==> src/rtl/bitwise_pipe.sv <==
// bitwise_pipe: WIDTH-bit eight-op bitwise unit with valid/ready handshake and a DEPTH-entry result FIFO.
// Optional macro BITWISE_PIPE_ZERO_FLAG_EN adds a stored per-entry zero flag on out_zero.
module bitwise_pipe #(
  parameter int unsigned WIDTH = 16,
  parameter int unsigned DEPTH = 4
) (
  input  logic                     clk,
  input  logic                     reset,
  input  logic                     in_valid,
  output logic                     in_ready,
  input  logic [WIDTH-1:0]         in_a,
  input  logic [WIDTH-1:0]         in_b,
  input  logic [2:0]               in_op,
  output logic                     out_valid,
  input  logic                     out_ready,
  output logic [WIDTH-1:0]         out_data,
  output logic [$clog2(DEPTH):0]   level
`ifdef BITWISE_PIPE_ZERO_FLAG_EN
  ,
  output logic                     out_zero
`endif
);

  localparam int unsigned AW = $clog2(DEPTH);
  localparam int unsigned LW = AW + 1;
`ifdef BITWISE_PIPE_ZERO_FLAG_EN
  localparam int unsigned EW = WIDTH + 1;
`else
  localparam int unsigned EW = WIDTH;
`endif

  logic [EW-1:0]    r_mem [DEPTH];
  logic [EW-1:0]    r_head;
  logic [LW-1:0]    r_level;
  logic [AW-1:0]    r_wr_ptr;
  logic [AW-1:0]    r_rd_ptr;
  logic             r_in_ready;
  logic             r_out_valid;

  logic [WIDTH-1:0] w_result;
  logic [EW-1:0]    w_entry;
  logic [EW-1:0]    w_head_nxt;
  logic [LW-1:0]    w_level_nxt;
  logic [AW-1:0]    w_rd_inc;
  logic             w_push;
  logic             w_pop;

  // Operation decode
  always_comb begin
    w_result = in_a;
    case (in_op)
      3'b000: w_result = ~in_a;
      3'b001: w_result = in_a & in_b;
      3'b010: w_result = in_a | in_b;
      3'b011: w_result = in_a ^ in_b;
      3'b100: w_result = ~(in_a & in_b);
      3'b101: w_result = ~(in_a | in_b);
      3'b110: w_result = ~(in_a ^ in_b);
      3'b111: w_result = in_a;
    endcase
  end

`ifdef BITWISE_PIPE_ZERO_FLAG_EN
  assign w_entry  = {(w_result == '0), w_result};
  assign out_zero = r_head[WIDTH];
`else
  assign w_entry  = w_result;
`endif

  assign w_push   = in_valid && r_in_ready;
  assign w_pop    = r_out_valid && out_ready;
  assign w_rd_inc = r_rd_ptr + AW'(1);

  always_comb begin
    w_level_nxt = r_level;
    if (w_push && !w_pop) begin
      w_level_nxt = r_level + LW'(1);
    end else if (!w_push && w_pop) begin
      w_level_nxt = r_level - LW'(1);
    end
  end

  // Head register is the visible output; it loads the new result when it lands in an empty slot.
  always_comb begin
    w_head_nxt = r_head;
    if (w_level_nxt == '0) begin
      w_head_nxt = '0;
    end else if ((r_level == '0) || (w_pop && (r_level == LW'(1)))) begin
      w_head_nxt = w_entry;
    end else if (w_pop) begin
      w_head_nxt = r_mem[w_rd_inc];
    end
  end

  always_ff @(posedge clk or posedge reset) begin
    if (reset) begin
      r_level     <= '0;
      r_wr_ptr    <= '0;
      r_rd_ptr    <= '0;
      r_in_ready  <= 1'b1;
      r_out_valid <= 1'b0;
      r_head      <= '0;
    end else begin
      r_level     <= w_level_nxt;
      r_in_ready  <= (w_level_nxt != LW'(DEPTH));
      r_out_valid <= (w_level_nxt != '0);
      r_head      <= w_head_nxt;
      if (w_push) begin
        r_wr_ptr <= r_wr_ptr + AW'(1);
      end
      if (w_pop) begin
        r_rd_ptr <= w_rd_inc;
      end
    end
  end

  always_ff @(posedge clk) begin
    if (w_push) begin
      r_mem[r_wr_ptr] <= w_entry;
    end
  end

  assign in_ready  = r_in_ready;
  assign out_valid = r_out_valid;
  assign out_data  = r_head[WIDTH-1:0];
  assign level     = r_level;

endmodule

==> config.mk <==
export PLATFORM = sky130hd
export DESIGN_NAME = bitwise_pipe
export DESIGN_NICKNAME = d
export VERILOG_FILES = /design/src/rtl/bitwise_pipe.sv
export SDC_FILE = /design/constraint.sdc
export NUM_CORES = 1
export LEC_CHECK = 0
export CAP_MARGIN = 20
export CORE_ASPECT_RATIO = 0.6
export CORE_MARGIN = 5
export CORE_UTILIZATION = 35
export DETAILED_ROUTE_END_ITERATION = 10
export PLACE_DENSITY = 0.54
export SETUP_SLACK_MARGIN = 0.4
export SYNTH_ARGS = -nofsm -noshare
export SYNTH_HDL_FRONTEND = slang
export SYNTH_SLANG_ARGS = --single-unit
==> constraint.sdc <==
create_clock -name clk -period 2.4 [get_ports clk]
set_clock_uncertainty 0.1 [all_clocks]
set_input_delay 0.48 -clock clk [delete_from_list [all_inputs] [get_ports clk]]
set_output_delay 0.48 -clock clk [all_outputs]
set_load 0.01 [all_outputs]
# After elaboration in Yosys (flattened, before gate mapping)
# Memories as Yosys holds them, arrays and structs flattened.
# Index checks and enable logic that the tools add are counted.
# op_classes
n_addsub	4
n_eq_ne	9
muxes	8
bitwise_logic	7
reduce_logical	13
# ops
cell	count
$pmux 16 s8	1
$not 16->16	4
$mux 16	3
$and 16x16->16	1
$or 16x16->16	1
$xor 16x16->16	1
$eq 3x3->1 const B	4
$logic_not 3->1	3
$eq 3x1->1 const B	2
$eq 3x2->1 const B	2
$mux 3	2
$reduce_bool 3->1	2
$logic_and 1x1->1	5
$add 2x1->2 const B	2
$add 3x1->3 const B	1
$ne 3x3->1 const B	1
$sub 3x1->3 const B	1
$logic_not 1->1	2
$mux 1	2
$logic_or 1x1->1	1
# totals
register_bits	25
ramBits	64
inputBits	39
output_inout_bits	21
elab_cells	48
n_memories	1
# memory_table
name	words	word_bits	rd	rd_ports_with_merged_regs	write_ports	line	rtl
r_mem	4	16	1	0	1	32	logic [EW-1:0] r_mem [DEPTH];

# Longest topological paths before layout
# Gate-level depths: netlist (run 1).
# logic_depth
depth_word	7
mapped_depth	8
mapped_depth_nobuf	7

# Worst setup path before layout (run 1)
# OpenSTA, ideal clock, no wires.
# synth_timing
kind	input to register
start	input in_a[15]
end	memory r_mem[0][15] (netlist name), data pin
setup_ps	273
arrival_time_ps	1623
required_ps	2027
path_slack_ps	404
path_stages	7
n_path_buf	0
cell_sequence	inv_1 -> ha_1 -> and2_1 -> a221oi_1 -> a21oi_1 -> o21ai_0 -> inv_1
# synth_between
elab_chain_cells	3
elab_cells_between_ends	8
classes_between	1 x mux; 7 x bitwise
# synth_lines
element	line	rtl
from (decl)	11	input logic [WIDTH-1:0] in_a,
$xor 16x16->16, or another cell as far along	55, 58	
$not 16->16 (on tied branches)	58, 56, 57	
$pmux 16 s8 (*)	51	case (in_op)
net w_entry[15]	41	logic [EW-1:0] w_entry;
to (decl)	32	
# The timed path passes the listed nets; every way through them passes the cells marked *.

# Final worst setup path (run 1)
# layout_timing
start	input in_a[11]
end	register r_head[11], in the netlist out_data[11]
# layout_between
elab_chain_cells	5
elab_cells_between_ends	10
classes_between	3 x mux; 7 x bitwise
# layout_lines
element	line	rtl
$xor 16x16->16, or another cell as far along	55, 58	
$not 16->16 (on tied branches)	58, 56, 57	
$pmux 16 s8 (*)	51	
$mux 16 (*)	88	end else if ((r_level == '0) || (w_pop && (r_level == LW'(1)))) begin
$mux 16 (*)	86	if (w_level_nxt == '0) begin
to (signal assigned)	107	r_head <= w_head_nxt;
to (decl)	33	logic [EW-1:0] r_head;
# Every way passes the cells marked *; elsewhere a longest branch is shown, timed or not.
# A chain may end at the register's enable or synchronous reset.

==> results of run 1 <==
-- worst min-delay path: stages --
cell and delay [ps]:
clkdlybuf4s50_1 400, inv_1 50, buf_4 340
-- flip-flops by register name (all words and copies together), names as in the netlist --
| signal | count |
|---|---|
| in_ready | 1 |
| r_wr_ptr | 2 |
| level | 3 |
| out_valid | 1 |
| out_data | 16 |
| r_mem | 64 |
| r_rd_ptr | 2 |
-- timing repair --
action | CTS | global route
pin swaps | 23 | 13
gates resized for setup | 62 | 29
endpoints found under the setup margin | 81 | 49
buffers inserted | 3 | 1
-- layout by cell type, fill, tap and decap left out, drive strengths merged, types with 5 or more instances in the layout --
cell	n
ha	40
inv	54
clkinv	5
a311oi	6
o21ai	26
and3	7
clkbuf	11
nor3	8
dlygate4sd2	23
a211oi	6
buf	74
edfxtp	64
clkdlybuf4s50	30
a21oi	28
nor2b	6
a221oi	7
nand3	7
nand2	52
nand2b	8
mux4	22
a31oi	8
o221ai	9
dfrtp	24
nor2	26
-- metrics by stage --
stage | TNS (ps) | instance area (um^2)
2_1_floorplan | 0 | 5470
3_3_place_gp | -4740 | 6690
3_5_place_dp | -7670 | 6690
4_1_cts | 0 | 7130
5_1_grt | 0 | 7220
6_report | 0 | 7220
-- logic make-up after synthesis --
family / after synthesis / share of synthesized area [%]
buf+inv: 86 / 7.75
fa+ha+maj: 40 / 9.15
compound gates: 112 / 14.7
mux: 29 / 10.4
xor+xnor: 5 / 1.19
flops: 89 / 46.6
simple gates: 120 / 10.2
-- worst paths after layout --
path | from | endpoint | cells after the start
setup / recovery | in_a[11] | out_data[11]$_DFFE_PP0P_ | 9
hold / removal | reset | level[2]$_DFF_PP0_ | 3
setup reg to reg | in_ready$_DFF_PP1_ | out_data[8]$_DFFE_PP0P_ | 6
hold reg to reg | r_wr_ptr[0]$_DFFE_PP0P_ | r_wr_ptr[0]$_DFFE_PP0P_ | 1
max in group asynchronous | reset | in_ready$_DFF_PP1_ | 3
min in group clk | r_wr_ptr[0]$_DFFE_PP0P_ | r_wr_ptr[0]$_DFFE_PP0P_ | 1
-- cell type report --
cell class	count	area [um^2]
repair buffers	133	1200
fillers	1412	8110
clock inverters	7	71.3
clock buffers	9	225
flip-flops and latches	89	2550
inverters	55	206
multi-input cells	306	2720
well taps	203	254
-- routing by layer --
layer  up-vias  wire (um)
met5         -          0
met4         0         60
met3         7        614
met2        85       6340
met1      2037       6800
li1       1990          -
-- power breakdown --
| group | total (mW) | internal (mW) | switching (mW) |
|---|---|---|---|
| clock | 1.37 | 0.804 | 0.571 |
| sequential | 2.39 | 2.15 | 0.241 |
| combinational | 3.04 | 1.55 | 1.49 |
==> flow_summary.json, run 1 <==
{
  "status": "completed",
  "grt_setup_unrepaired": "yes",
  "crit_slowest_cell": "clkdlybuf4s50_1",
  "regToRegSetupSlack_ps": 520,
  "yosysTopAreaCell": "edfxtp_1",
  "min_period_over_period_pct": 82.7,
  "fmax_mhz": 504,
  "drv_slew": 0,
  "crit_fanout": 4,
  "utilization_pct": 47.1,
  "syn_inst": 481,
  "dp_hpwl_um": 10000,
  "ir_drop_v": 0.000654,
  "grt_usage_pct": 15.4,
  "cp_cell_sequence": "clkdlybuf4s50_1 > inv_1 > ha_4 > nand2b_1 > o221ai_1 > o22ai_1 > a21oi_2 > buf_4 > a211oi_2",
  "critPathCaptureType": "flop",
  "cp.required_ps": 2550,
  "grt_overflow": 0,
  "vias_per_cell": 5.14,
  "drive_gt1_share_pct": 31.6,
  "drt_iter0_markers": 270,
  "synthTopCellsByCount": "edfxtp_1 (64), inv_1 (53), nand2_1 (51)",
  "clkTransAtPathRegs_ps": 60,
  "nets": 673,
  "cts_tree": "built",
  "met3_usage_pct": 3.28,
  "async_flop_share_pct": 28.1,
  "htreeDepth": 3,
  "core_um2": 15300,
  "start_util_pct": 35.7,
  "rows": 35,
  "hold_viol": 0,
  "wl_per_cell_um": 17.2,
  "worst-path-buf-inv": 3,
  "slew_headroom_pct": 66.4,
  "fp.dieH_um": 107,
  "grt_pass1_vias": 4145,
  "die_w_um": 171,
  "gp_congestion": 0.879,
  "num_vias": 4119,
  "crit_arrival_ps": 2140,
  "clock_latency_ps": 330,
  "diodes": 0,
  "ys_ff_latch": 89,
  "maxCapViolations": 0,
  "slowest_delay_ps": 500,
  "yosysMostFrequentCell": "edfxtp_1",
  "die-area_um2": 18300,
  "drt-total-wl_um": 13800,
  "crit_type": "in -> reg",
  "busiest_layer": "met2",
  "yosysUniqueCellTypes": 57,
  "synth_nets": 560,
  "synthTopCellsByArea": "edfxtp_1 (35%), dfrtp_1 (11%), ha_1 (9.1%)",
  "power_mw": 6.80,
  "cts-root-buf": "clkbuf_16",
  "worst_setup_path_start_kind": "input port",
  "finalCriticalPeriod_ps": 1980,
  "synth_edf_count": 64,
  "drt_pass1_iterations": 4,
  "layout_setup_ws_ps": 416,
  "numPortBuffers": 59,
  "drc": 0,
  "use_met2_pct": 24.1,
  "setup_violations": 0,
  "antenna_found_initial": 0,
  "hp-class": "in -> async",
  "clockBufferDepth": 2,
  "io_pins": 60,
  "cts_hold_buf": 0,
  "yosysSeqAreaShare_pct": 46.6,
  "timing.hold.ws_ps": 424,
  "ys.flop_type": "edfxtp_1",
  "synth_top_area_share_pct": 35.1,
  "pre_cts_ws_ps": -252,
  "grt_max_degree": 38,
  "postRouteAntennaNets": 0,
  "yosys_warnings": 0,
  "syn-cell-area_um2": 5470,
  "path_delay_family": "buffers and inverters",
  "cts.sinks": 89,
  "power_density_nw_per_um2": 941,
  "dp.cells": 782,
  "worst_slew_pin_slew_ps": 504,
  "p_leak_nw": 2.97,
  "use_met1_pct": 22.3,
  "synthToLayoutAreaGrowth_pct": 32.0,
  "grt_pass1_wl_um": 22000,
  "final_cell_count_no_fill": 802,
  "cts_made_buffers": 9,
  "avgSynthCellArea_um2": 11.4
}
Power figures use the tool's default switching activity.
==> run 2: changes to the inputs <==
==> constraint.sdc (replaced) <==
create_clock -name clk -period 2 [get_ports clk]
set_clock_uncertainty 0.1 [all_clocks]
set_input_delay 0.4 -clock clk [delete_from_list [all_inputs] [get_ports clk]]
set_output_delay 0.4 -clock clk [all_outputs]
set_load 0.01 [all_outputs]
==> run 2 against run 1 <==
Effect of this change:
- utilization grew 5.0 points
- combinational power rose by 44%
- non-clock buffer count is 23 higher
- setup slack worse by 230 ps
- wire length up 11%
- final cell count grew 3.0%
- die area unchanged
- largest power group unchanged
- highest routed layer unchanged
==> flow_summary.json, run 2 (synthesis results as in run 1) <==
{
  "r2r_start": "level[1]$_DFF_PP0_",
  "power_density_nw_per_um2": 1110,
  "power_mw": 8.84,
  "fp.dieH_um": 107,
  "num_vias": 4369,
  "die-area_um2": 18300,
  "clock_latency_ps": 330,
  "final_common_cell": "buf_4",
  "finalCriticalPeriod_ps": 1810,
  "vias_per_cell": 5.29,
  "combPwrFrac_pct": 49.7,
  "slew_headroom_pct": 74.6,
  "grt_pass1_vias": 4447,
  "drive_gt1_share_pct": 50.9,
  "clockBufferDepth": 2,
  "largest_register_ffs": 64,
  "cts-root-buf": "clkbuf_16",
  "p_sw_mw": 3.07,
  "drt_iter0_markers": 249,
  "crit_arrival_ps": 1930,
  "most-common-layout-cells": "buf_4 (70), edfxtp_1 (64), nand2_1 (51), inv_2 (28), dlygate4sd2_1 (24)",
  "hold_viol": 0,
  "grt_overflow": 0,
  "postRouteAntennaNets": 0,
  "grt_setup_unrepaired": "yes",
  "crit_fanout": 5,
  "diodes": 0,
  "maxCapViolations": 0,
  "drc": 0,
  "status": "completed",
  "crit_type": "reg -> reg",
  "clkTransAtPathRegs_ps": 60,
  "startpoint": "level[1]$_DFF_PP0_",
  "gp_congestion": 0.845,
  "io_pins": 60,
  "switching_share_pct": 34.8,
  "start_util_pct": 35.7,
  "grt_usage_pct": 16.1,
  "die_w_um": 171,
  "crit_slowest_cell": "dfrtp_2",
  "drt-total-wl_um": 15400,
  "grt_pass1_wl_um": 23000,
  "finalSetupTns_ps": 0,
  "cp_cell_sequence": "inv_4 > ha_4 > nand3_2 > o211ai_1 > o211ai_2 > buf_4 > o221a_4",
  "worst_slew_pin_slew_ps": 381,
  "ir_drop_v": 0.000575,
  "pwr-share-clk_pct": 18.1,
  "slowest_delay_ps": 430,
  "setup_violations": 0,
  "cts_tree": "built",
  "drt_pass1_iterations": 5,
  "intPower_mw": 5.77,
  "core_um2": 15300,
  "pre_cts_ws_ps": -484,
  "drv_slew": 0,
  "wl_per_cell_um": 18.6,
  "cp.required_ps": 2120,
  "rows": 35,
  "cts_made_buffers": 9,
  "hp-class": "in -> async",
  "htreeDepth": 3,
  "worst_setup_path_start_kind": "flop",
  "dp_hpwl_um": 10200,
  "grt_max_degree": 26,
  "layout_setup_ws_ps": 189,
  "fmax_mhz": 552,
  "cts.sinks": 89,
  "regMostFlops": "r_mem",
  "min_period_over_period_pct": 90.6,
  "seqPwrFrac_pct": 32.2,
  "p_leak_nw": 3.20,
  "timing.hold.ws_ps": 331,
  "nets": 697,
  "numPortBuffers": 59,
  "critPathCaptureType": "flop",
  "antenna_found_initial": 0,
  "synthToLayoutAreaGrowth_pct": 45.9
}
-- run 2: per-stage QoR --
stage	utilization, %	cells	cell area, um^2
detailed placement	45.8	785	7020
global route	52.1	826	7980
floorplan	-	481	5790
global placement	45.8	785	7020
CTS	49.8	813	7630
finish	52.1	826	7980
-- run 2: worst paths after layout --
check                                          endpoint  slack (ps)  cells after the start
max in group asynchronous            in_ready$_DFF_PP1_        1140                      3
worst min-delay path            out_data[7]$_DFFE_PP0P_         330                      3
min in group clk                r_wr_ptr[0]$_DFFE_PP0P_         450                      1
worst max register to register  out_data[4]$_DFFE_PP0P_         190                      7
worst min register to register  r_wr_ptr[0]$_DFFE_PP0P_         450                      1
worst max-delay path            out_data[4]$_DFFE_PP0P_         190                      7
-- run 2: layout make-up --
| class | instances | area [um^2] |
|---|---|---|
| repair buffers | 156 | 1460 |
| flip-flops and latches | 89 | 2550 |
| clock inverters | 4 | 27.5 |
| well taps | 203 | 254 |
| fillers | 1352 | 7350 |
| inverters | 55 | 256 |
| clock buffers | 12 | 256 |
| multi-input cells | 307 | 3180 |
-- run 2: critical path: cells and delay by family (launching register included) --
| family | cells | cell delay (ps) |
|---|---|---|
| AOI/OAI and AO/OA | 3 | 570 |
| and+or+nand+nor | 1 | 70 |
| buffers and inverters | 2 | 260 |
| adders and majority gates | 1 | 270 |
| DFF | 1 | 430 |
-- run 2: power groups by stage --
stage	logic (mW)	clock network (mW)	registers (mW)
2_1_floorplan	2.22	0	2.89
3_3_place_gp	3.66	0	2.86
3_5_place_dp	3.72	0	2.88
4_1_cts	3.95	1.63	2.84
5_1_grt	4.71	1.72	2.89
6_report	4.39	1.60	2.85
-- run 2: repair_timing --
| item | in CTS | in global routing |
|---|---|---|
| hold buffers | 0 | 0 |
| hold endpoints to repair | 0 | 0 |
| pin swaps | 42 | 32 |
| cloned | 2 | 2 |
| resized for setup | 175 | 92 |
| endpoints found under the setup margin | 103 | 92 |
| setup buffers | 10 | 11 |
-- run 2: metal layers --
| metal | wire [um] | track usage [%] | vias up |
|---|---|---|---|
| met5 | 0 | 0 | - |
| met4 | 8 | 2.66 | 0 |
| met3 | 781 | 3.39 | 3 |
| met2 | 7220 | 26.2 | 124 |
| met1 | 7370 | 22.6 | 2199 |
| li1 | - | - | 2043 |
